$ cat src/rtl/bus_arbiter_if.sv
`default_nettype none
// ============================================================================
// Module      : bus_arbiter_if
// Description : Request/grant bundle between the requesters and the
//               round-robin bus arbiter that drives the shared mux select.
// Revision    : 1.0 - initial release
// ============================================================================
interface bus_arbiter_if #(
    parameter int NUM_REQ   = 4,
    parameter int SEL_WIDTH = $clog2(NUM_REQ)
);
    logic [NUM_REQ-1:0]   req;
    logic [NUM_REQ-1:0]   grant;
    logic [SEL_WIDTH-1:0] sel;
    logic                 bus_valid;

    // Requester side: raises requests, observes the grant
    modport master (
        output req,
        input  grant,
        input  sel,
        input  bus_valid
    );

    // Arbiter side: samples requests, drives grant and mux select
    modport slave (
        input  req,
        output grant,
        output sel,
        output bus_valid
    );
endinterface
`default_nettype wire

$ cat src/rtl/bus_arbiter.sv
`default_nettype none
// ============================================================================
// Module      : bus_arbiter
// Description : Round-robin arbiter for a shared tri-state bus mux. Grants
//               one requester at a time, limits tenure to MAX_HOLD cycles
//               when others wait, and inserts a one-cycle turnaround with no
//               grant between owners so bus drivers never overlap.
// Revision    : 1.0 - initial release
// ============================================================================
module bus_arbiter #(
    parameter int NUM_REQ   = 4,
    parameter int SEL_WIDTH = $clog2(NUM_REQ),
    parameter int MAX_HOLD  = 4
) (
    input  logic         clk,
    input  logic         reset,
    bus_arbiter_if.slave bus
);

    localparam int c_HOLD_W = (MAX_HOLD > 1) ? $clog2(MAX_HOLD) : 1;
    localparam logic [c_HOLD_W-1:0] c_HOLD_LAST = c_HOLD_W'(MAX_HOLD - 1);

    typedef enum logic [1:0] {
        IDLE = 2'd0,
        OWN  = 2'd1,
        TURN = 2'd2
    } state_t;

    state_t               r_state;
    state_t               w_state_nxt;
    logic [NUM_REQ-1:0]   r_grant;
    logic [NUM_REQ-1:0]   w_grant_nxt;
    logic [SEL_WIDTH-1:0] r_sel;
    logic [SEL_WIDTH-1:0] w_sel_nxt;
    logic                 r_valid;
    logic                 w_valid_nxt;
    logic [SEL_WIDTH-1:0] r_ptr;
    logic [SEL_WIDTH-1:0] w_ptr_nxt;
    logic [c_HOLD_W-1:0]  r_hold;
    logic [c_HOLD_W-1:0]  w_hold_nxt;

    logic                 w_any;
    logic [SEL_WIDTH-1:0] w_winner;
    logic [NUM_REQ-1:0]   w_owner_mask;
    logic                 w_owner_req;
    logic                 w_others;
    logic                 w_hold_full;

    // First set request scanning upward from ptr with wraparound. The loop
    // runs from the farthest offset down so the nearest match wins.
    function automatic logic [SEL_WIDTH-1:0] f_pick(
        input logic [NUM_REQ-1:0]   req_v,
        input logic [SEL_WIDTH-1:0] ptr_v
    );
        logic [SEL_WIDTH-1:0] idx;
        f_pick = ptr_v;
        for (int i = NUM_REQ - 1; i >= 0; i--) begin
            // NUM_REQ is a power of two, so truncation is the modulo wrap
            idx = ptr_v + SEL_WIDTH'(i);
            if (req_v[idx]) begin
                f_pick = idx;
            end
        end
    endfunction

    assign w_any        = |bus.req;
    assign w_winner     = f_pick(bus.req, r_ptr);
    assign w_owner_mask = NUM_REQ'(1) << r_sel;
    assign w_owner_req  = bus.req[r_sel];
    assign w_others     = |(bus.req & ~w_owner_mask);
    assign w_hold_full  = (r_hold == c_HOLD_LAST);

    // Next-state and next-output decode; every path starts from "hold"
    always_comb begin
        w_state_nxt = r_state;
        w_grant_nxt = r_grant;
        w_sel_nxt   = r_sel;
        w_valid_nxt = r_valid;
        w_ptr_nxt   = r_ptr;
        w_hold_nxt  = r_hold;
        case (r_state)
            IDLE, TURN: begin
                // Turnaround arbitrates exactly like idle, using the ptr
                // advanced when the previous owner left
                if (w_any) begin
                    w_state_nxt = OWN;
                    w_grant_nxt = NUM_REQ'(1) << w_winner;
                    w_sel_nxt   = w_winner;
                    w_valid_nxt = 1'b1;
                    w_hold_nxt  = '0;
                end else begin
                    w_state_nxt = IDLE;
                    w_grant_nxt = '0;
                    w_valid_nxt = 1'b0;
                end
            end
            OWN: begin
                // Release on drop, or on preemption once the tenure is used
                if (!w_owner_req || (w_hold_full && w_others)) begin
                    w_state_nxt = TURN;
                    w_grant_nxt = '0;
                    w_valid_nxt = 1'b0;
                    w_ptr_nxt   = r_sel + SEL_WIDTH'(1);
                end else if (!w_hold_full) begin
                    w_hold_nxt  = r_hold + c_HOLD_W'(1);
                end
            end
            default: begin
                w_state_nxt = IDLE;
                w_grant_nxt = '0;
                w_valid_nxt = 1'b0;
            end
        endcase
    end

    // State and registered outputs; reset wins over any transition
    always_ff @(posedge clk) begin
        if (reset) begin
            r_state <= IDLE;
            r_grant <= '0;
            r_sel   <= '0;
            r_valid <= 1'b0;
            r_ptr   <= '0;
            r_hold  <= '0;
        end else begin
            r_state <= w_state_nxt;
            r_grant <= w_grant_nxt;
            r_sel   <= w_sel_nxt;
            r_valid <= w_valid_nxt;
            r_ptr   <= w_ptr_nxt;
            r_hold  <= w_hold_nxt;
        end
    end

    assign bus.grant     = r_grant;
    assign bus.sel       = r_sel;
    assign bus.bus_valid = r_valid;

endmodule
`default_nettype wire
$ cat src/flat_wrapper.sv
// flat-port wrapper written by rule: the top's interface ports become plain ports
module bus_arbiter_flat 
#(
    parameter int NUM_REQ   = 4,
    parameter int SEL_WIDTH = $clog2(NUM_REQ),
    parameter int MAX_HOLD  = 4
)
  (clk, reset, bus_req, bus_grant, bus_sel, bus_bus_valid);
  bus_arbiter_if #(.NUM_REQ(NUM_REQ), .SEL_WIDTH(SEL_WIDTH)) bus_i ();
  input  logic clk;
  input  logic reset;
  input wire logic [$bits(bus_i.req)-1:0] bus_req;
  output wire logic [$bits(bus_i.grant)-1:0] bus_grant;
  output wire logic [$bits(bus_i.sel)-1:0] bus_sel;
  output wire logic [$bits(bus_i.bus_valid)-1:0] bus_bus_valid;
  assign bus_i.req = bus_req;
  assign bus_grant = bus_i.grant;
  assign bus_sel = bus_i.sel;
  assign bus_bus_valid = bus_i.bus_valid;
  bus_arbiter #(.NUM_REQ(NUM_REQ), .SEL_WIDTH(SEL_WIDTH), .MAX_HOLD(MAX_HOLD)) u_core (.clk(clk), .reset(reset), .bus(bus_i));
endmodule
$ cat config.mk
export PLATFORM = sky130hd
export DESIGN_NAME = bus_arbiter_flat
export DESIGN_NICKNAME = d
export VERILOG_FILES = /design/src/rtl/bus_arbiter_if.sv /design/src/rtl/bus_arbiter.sv /design/src/flat_wrapper.sv
export SDC_FILE = /design/constraint.sdc
export NUM_CORES = 1
export LEC_CHECK = 0
export BUFFER_PORTS_ARGS = -buffer_cell sky130_fd_sc_hd__buf_2
export CAP_MARGIN = 10
export CORE_MARGIN = 4
export CORE_UTILIZATION = 56
export CTS_BUF_LIST = sky130_fd_sc_hd__clkbuf_4 sky130_fd_sc_hd__clkbuf_8 sky130_fd_sc_hd__clkbuf_16
export CTS_CLUSTER_SIZE = 8
export DETAILED_ROUTE_END_ITERATION = 12
export PLACE_DENSITY = 0.8
export SLEW_MARGIN = 20
export SYNTH_ARGS = -nofsm -noshare
export SYNTH_HDL_FRONTEND = slang
export SYNTH_SLANG_ARGS = --single-unit
$ cat constraint.sdc
create_clock -name clk -period 3.3 [get_ports clk]
set_input_delay 0.99 -clock clk [delete_from_list [all_inputs] [get_ports clk]]
set_output_delay 0.99 -clock clk [all_outputs]
set_load 0.01 [all_outputs]
* Word level (Yosys, flattened, before mapping)
Cells that the tools add are included.
** Operators by class
- Add/sub/neg operators :: 5
- Magnitude comparators :: 5
- Equal/unequal tests :: 7
- Shifts and indexed selects :: 2
- Muxes and demuxes :: 27
- Bitwise logic cells :: 2
- Reduce and logical (&&, ||, !) cells :: 11
** Operator list (count)
- 2-bit 2-to-1 mux :: 8
- 2-bit by 3-bit less-than comparator with 1-bit output, second input constant :: 5
- 1-bit binary-select mux with 2-bit select :: 5
- 1-bit 2-to-1 mux :: 8
- 4-bit 2-to-1 mux :: 2
- 2-bit one-hot mux with 2 select lines :: 2
- 4-bit one-hot mux with 2 select lines :: 1
- 4-bit OR reduction :: 2
- 1-bit by 2-bit << shifter with 4-bit output, first input constant :: 2
- 2-bit by 1-bit adder with 2-bit output, second input constant :: 3
- 2-bit adder, second input constant :: 2
- 4-bit bitwise AND :: 1
- 2-bit == test, second input constant :: 2
- 2-bit by 1-bit != test with 1-bit output, second input constant :: 2
- 2-bit != test, second input constant :: 2
- 4-bit inverter :: 1
- 2-bit AND reduction :: 2
- 4-bit AND reduction :: 1
- 2-bit by 1-bit == test with 1-bit output, second input constant :: 1
- 2-bit zero test :: 1
- 1-bit one-hot mux with 2 select lines :: 1
- 2-bit nonzero test :: 1
- 2-bit OR reduction :: 1
- 1-bit logical AND :: 1
- other kinds (2) :: 2
** Word-level totals
- Register bits :: 13
- Bits of input ports :: 6
- Output and inout port bits :: 7

* Longest topological paths before layout
- Word-level depth :: 10
- Depth in mapped cells :: 7
- Depth with buffers taken out :: 7

* Worst setup path after synthesis
No wires, ideal clock.
- Path type :: input -> register
- From :: input port bus_req[3]
- To :: register u_core.r_ptr[0]
- Setup time :: 128 ps
- Arrival time :: 1931 ps
- Required time :: 3172 ps
- Setup slack :: 1241 ps
- Cell stages on the path :: 4
- Path buffers :: 0
- Cells stage by stage :: mux4_2 -> a21oi_2 -> mux2i_1 -> nor2_1
** Between the ends
- Cells in the longest elaborated chain, start to end :: 5
** Ends and longest elaborated chain
- from (decl) :: line flat_wrapper.sv:12 : input wire logic [$bits(bus_i.req)-1:0] bus_req;
- 1-bit binary-select mux with 2-bit select or 4-bit bitwise AND (tied branches) :: line bus_arbiter.sv:69, bus_arbiter.sv:70
- 1-bit 2-to-1 mux (implied by the code) or 4-bit OR reduction (tied branches) :: line bus_arbiter.sv:69, bus_arbiter.sv:70
- 1-bit zero test or 1-bit logical AND (tied branches) :: line bus_arbiter.sv:99 : if (!w_owner_req || (w_hold_full && w_others)) begin
- 1-bit logical OR (*) :: line bus_arbiter.sv:99
- 2-bit AND reduction (no source line) (*)
- to (signal assigned) :: line bus_arbiter.sv:130 : r_ptr <= w_ptr_nxt;
- to (decl) :: line bus_arbiter.sv:37 : logic [SEL_WIDTH-1:0] r_ptr;
Mark *: on every way between the ends. The rest lies on a longest branch, timed or not. The select of a mux whose other input is x is not followed.
A chain may end at the register's enable or synchronous reset.

* Worst setup path in the final report
Same ends and word-level chain as after synthesis.

==> summary.md <==
| Metric | Value |
|---|---|
| DRT Pass-1 Iters | `4` |
| Slew @ Worst Pin | `between 0.5 and 0.6 ns` |
| Detail Route Antenna Nets | `0` |
| Area Overhead vs Synth | `14.2%` |
| Placer Congestion | `0.765` |
| CP startpoint kind | `input port` |
| Syn nets | `~90` |
| Clock Sink Count | `13` |
| Worst EP arrival | `between 2 and 2.5 ns` |
| Avg Inst Size Synth | `9.38 sq um` |
| RSZ-0062 raised after global routing | `false` |
| Worst slack at placement | `between 0.9 and 1 ns` |
| Most frequent cells in the layout | `13 x dfxtp_1, 12 x buf_2, 10 x nor2_1` |
| Register bit total from synthesis | `13` |
| Achievable Freq | `about 500 MHz` |
| Total core area | `roughly 0.0012 sq mm` |
| IO Count | `13` |
| Worst R2R End | `u_core.r_ptr[0]` |
| Final wirelength | `1390 um` |
| CTS tree | `yes` |
| Seq/Total Area, Yosys | `35.6%` |
| Fin. max-slew vios | `0` |
| FF-to-FF Start | `u_core.bus.sel[0]` |
| Worst reg2reg setup slack | `around 1.6 ns` |
| Antenna diode count | `0` |
| Critical Path Sink | `u_core.r_ptr[0]` |
| Outcome | `finished, final reports clean` |
| Crit Path Class | `input port to flop` |
| PortBufs | `12` |
| Hold Crit Class | `flop to flop` |
| Crit path capture type | `flop` |
| Initial antenna violation count | `0` |
| CTS Buf Count | `3` |
| Most common cell after layout, fill and taps aside | `dfxtp_1` |
| Ys Warns | `0` |
| Clk buf depth | `2` |
| Overflow after GRT | `0` |
| Hold_buf cts | `0` |
| Post-detail-place hpwl | `~1100 um` |
| H-Tree Depth | `1` |
| Die Width | `roughly 44 um` |
| Setup crit start | `bus_req[3]` |
| Initial drt markers | `5` |
| Final setup fails | `0` |
| Share of cells above drive strength 1 | `a little under a quarter` |
| Critical Path Fanout Max | `6` |
| Setup TNS | `0 ns` |
| Post-synthesis instance total | `78` |
| Post-CTS Setup Inserts | `0` |
| Clock latency on the worst-skew pair | `between 0.2 and 0.3 ns` |
| Leakage power | `0.352 nW` |
| Post-cts sizing count | `0` |
| DR DRC count | `0` |
| Total GRT Usage | `16.6%` |
| Synthesized cell area | `about 730 sq um` |
| Clock slew at reported path FFs | `around 0.070 ns` |
| Normalized max-slew margin | `about two thirds` |
| CP required | `around 3.5 ns` |
| Vias per cell | `~5.7` |
| First-pass GRT wire length | `~2500 um` |
| Final Hold Fails | `0` |
| Die H | `44.2 um` |
| Maximum VDD drop | `approximately 0.00028 V` |
| Power Density | `429 mW/mm^2` |
| Vias in the first global route | `between 500 and 600` |
| Largest net degree at the start of global routing | `15` |
| Post-DR wirelength/cell | `about 13 um` |
| Initial Util | `between 60% and 70%` |
| Setup Skew | `around 0.0027 ns` |
| Final setup margin | `between 1 and 1.5 ns` |
| Row Count | `12` |
| Final #Nets | `roughly 110` |
| Fin crit period | `around 2 ns` |
| Fin crit share | `about three fifths` |
| Maximum Capacitance Violations | `0` |
| Die area | `slightly below 0.002 sq mm` |
| Yosys cell types | `28` |
| CTS Root Cell | `clkbuf_4` |
| FF-to-FF path depth | `7` |
| Via count | `611` |
-- layer usage --
| layer | GRT usage, % | part of all wire, % | up-vias | wire, um |
|---|---|---|---|---|
| met5 | 0 | 0 | - | 0 |
| met3 | 2.44 | 4.8 | 3 | 67 |
| met4 | 7.23 | 1.7 | 0 | 23 |
| li1 | - | - | 306 | - |
| met2 | 25.9 | 46 | 16 | 631 |
| met1 | 22.7 | 48 | 286 | 663 |
-- layout make-up --
type                    count  area [sq um]
multi-input cells          59           449
well taps                  14          17.5
flip-flops and latches     13           260
clock buffers               4          30.0
repair buffers             12          60.1
fillers                    99           335
inverters                   5          18.8
-- critical path: stages --
cell and delay, ns:
buf_2 0.13, mux4_2 0.55, a21oi_2 0.24, mux2i_1 0.23, nor2_1 0.05
-- kinds of logic (layout without fill, tap and decap cells) --
family	count (synthesis)	in the layout	synth area share (%)
flops	13	13	35.6
buf+inv	6	21	3.08
compound gates	18	18	20.3
fa+ha+maj	5	5	8.55
simple gates	32	32	25.3
mux	4	4	7.18
-- where the power goes --
part / total (mW) / switching, mW / internal [mW]
Sequential: 0.178 / 0.0104 / 0.168
Clock: 0.105 / 0.0495 / 0.0551
Combinational: 0.0756 / 0.0422 / 0.0334
-- metrics by stage --
step / hold slack (ns) / utilization [%] / total power, mW / area, sq um / instances
2_1_floorplan: 0.452 / - / 0.234 / 732 / 78
6_report: 0.468 / 71.4 / 0.359 / 836 / 107
3_5_place_dp: 0.451 / 68.8 / 0.258 / 806 / 103
3_3_place_gp: 0.445 / 68.8 / 0.256 / 806 / 103
4_1_cts: 0.469 / 71.4 / 0.361 / 836 / 107
5_1_grt: 0.504 / 71.4 / 0.382 / 836 / 107
-- cell usage after synthesis (all sizes together) --
master | instances | area share [%]
or3 | 1 | 0.86
nand4b | 1 | 2.1
mux4 | 1 | 3.1
o2bb2ai | 2 | 2.4
nand2b | 6 | 5.1
inv | 5 | 2.6
nor4 | 1 | 0.86
o41ai | 1 | 3.8
nand3 | 3 | 2.1
a211oi | 1 | 1.0
or2 | 1 | 0.86
dfxtp | 13 | 36
o311ai | 1 | 1.2
mux2i | 3 | 4.1
clkbuf | 1 | 0.51
nor2b | 6 | 6.2
a21oi | 6 | 4.6
or3b | 1 | 1.2
a21o | 1 | 1.0
o22ai | 2 | 1.7
ha | 5 | 8.5
nor2 | 10 | 5.1
a2bb2oi | 2 | 2.4
o22a | 1 | 1.2
a21boi | 1 | 1.0
nand2 | 2 | 1.0
-- state kept, by name, summed over array words and instances (netlist names) --
| name | count |
|---|---|
| u_core.r_ptr | 2 |
| u_core.r_hold | 2 |
| u_core.bus.sel | 2 |
| u_core.r_state | 2 |
| u_core.bus.bus_valid | 1 |
| u_core.bus.grant | 4 |
-- worst min path at each step --
stage | start | endpoint | slack [ns] | cells past startpoint
final | u_core.bus.grant[2] | u_core.bus.grant[2] | 0.47 | 1
after global routing | u_core.bus.grant[2] | u_core.bus.grant[2] | 0.50 | 1
after CTS | u_core.bus.grant[2] | u_core.bus.grant[2] | 0.47 | 1
after detailed placement | u_core.bus.grant[2] | u_core.bus.grant[2] | 0.45 | 1
after global placement | u_core.bus.grant[0] | u_core.bus.grant[0] | 0.44 | 1
after floorplan | u_core.r_hold[1] | u_core.r_hold[1] | 0.45 | 2
Note: power is estimated with default switching activity, not from simulation.
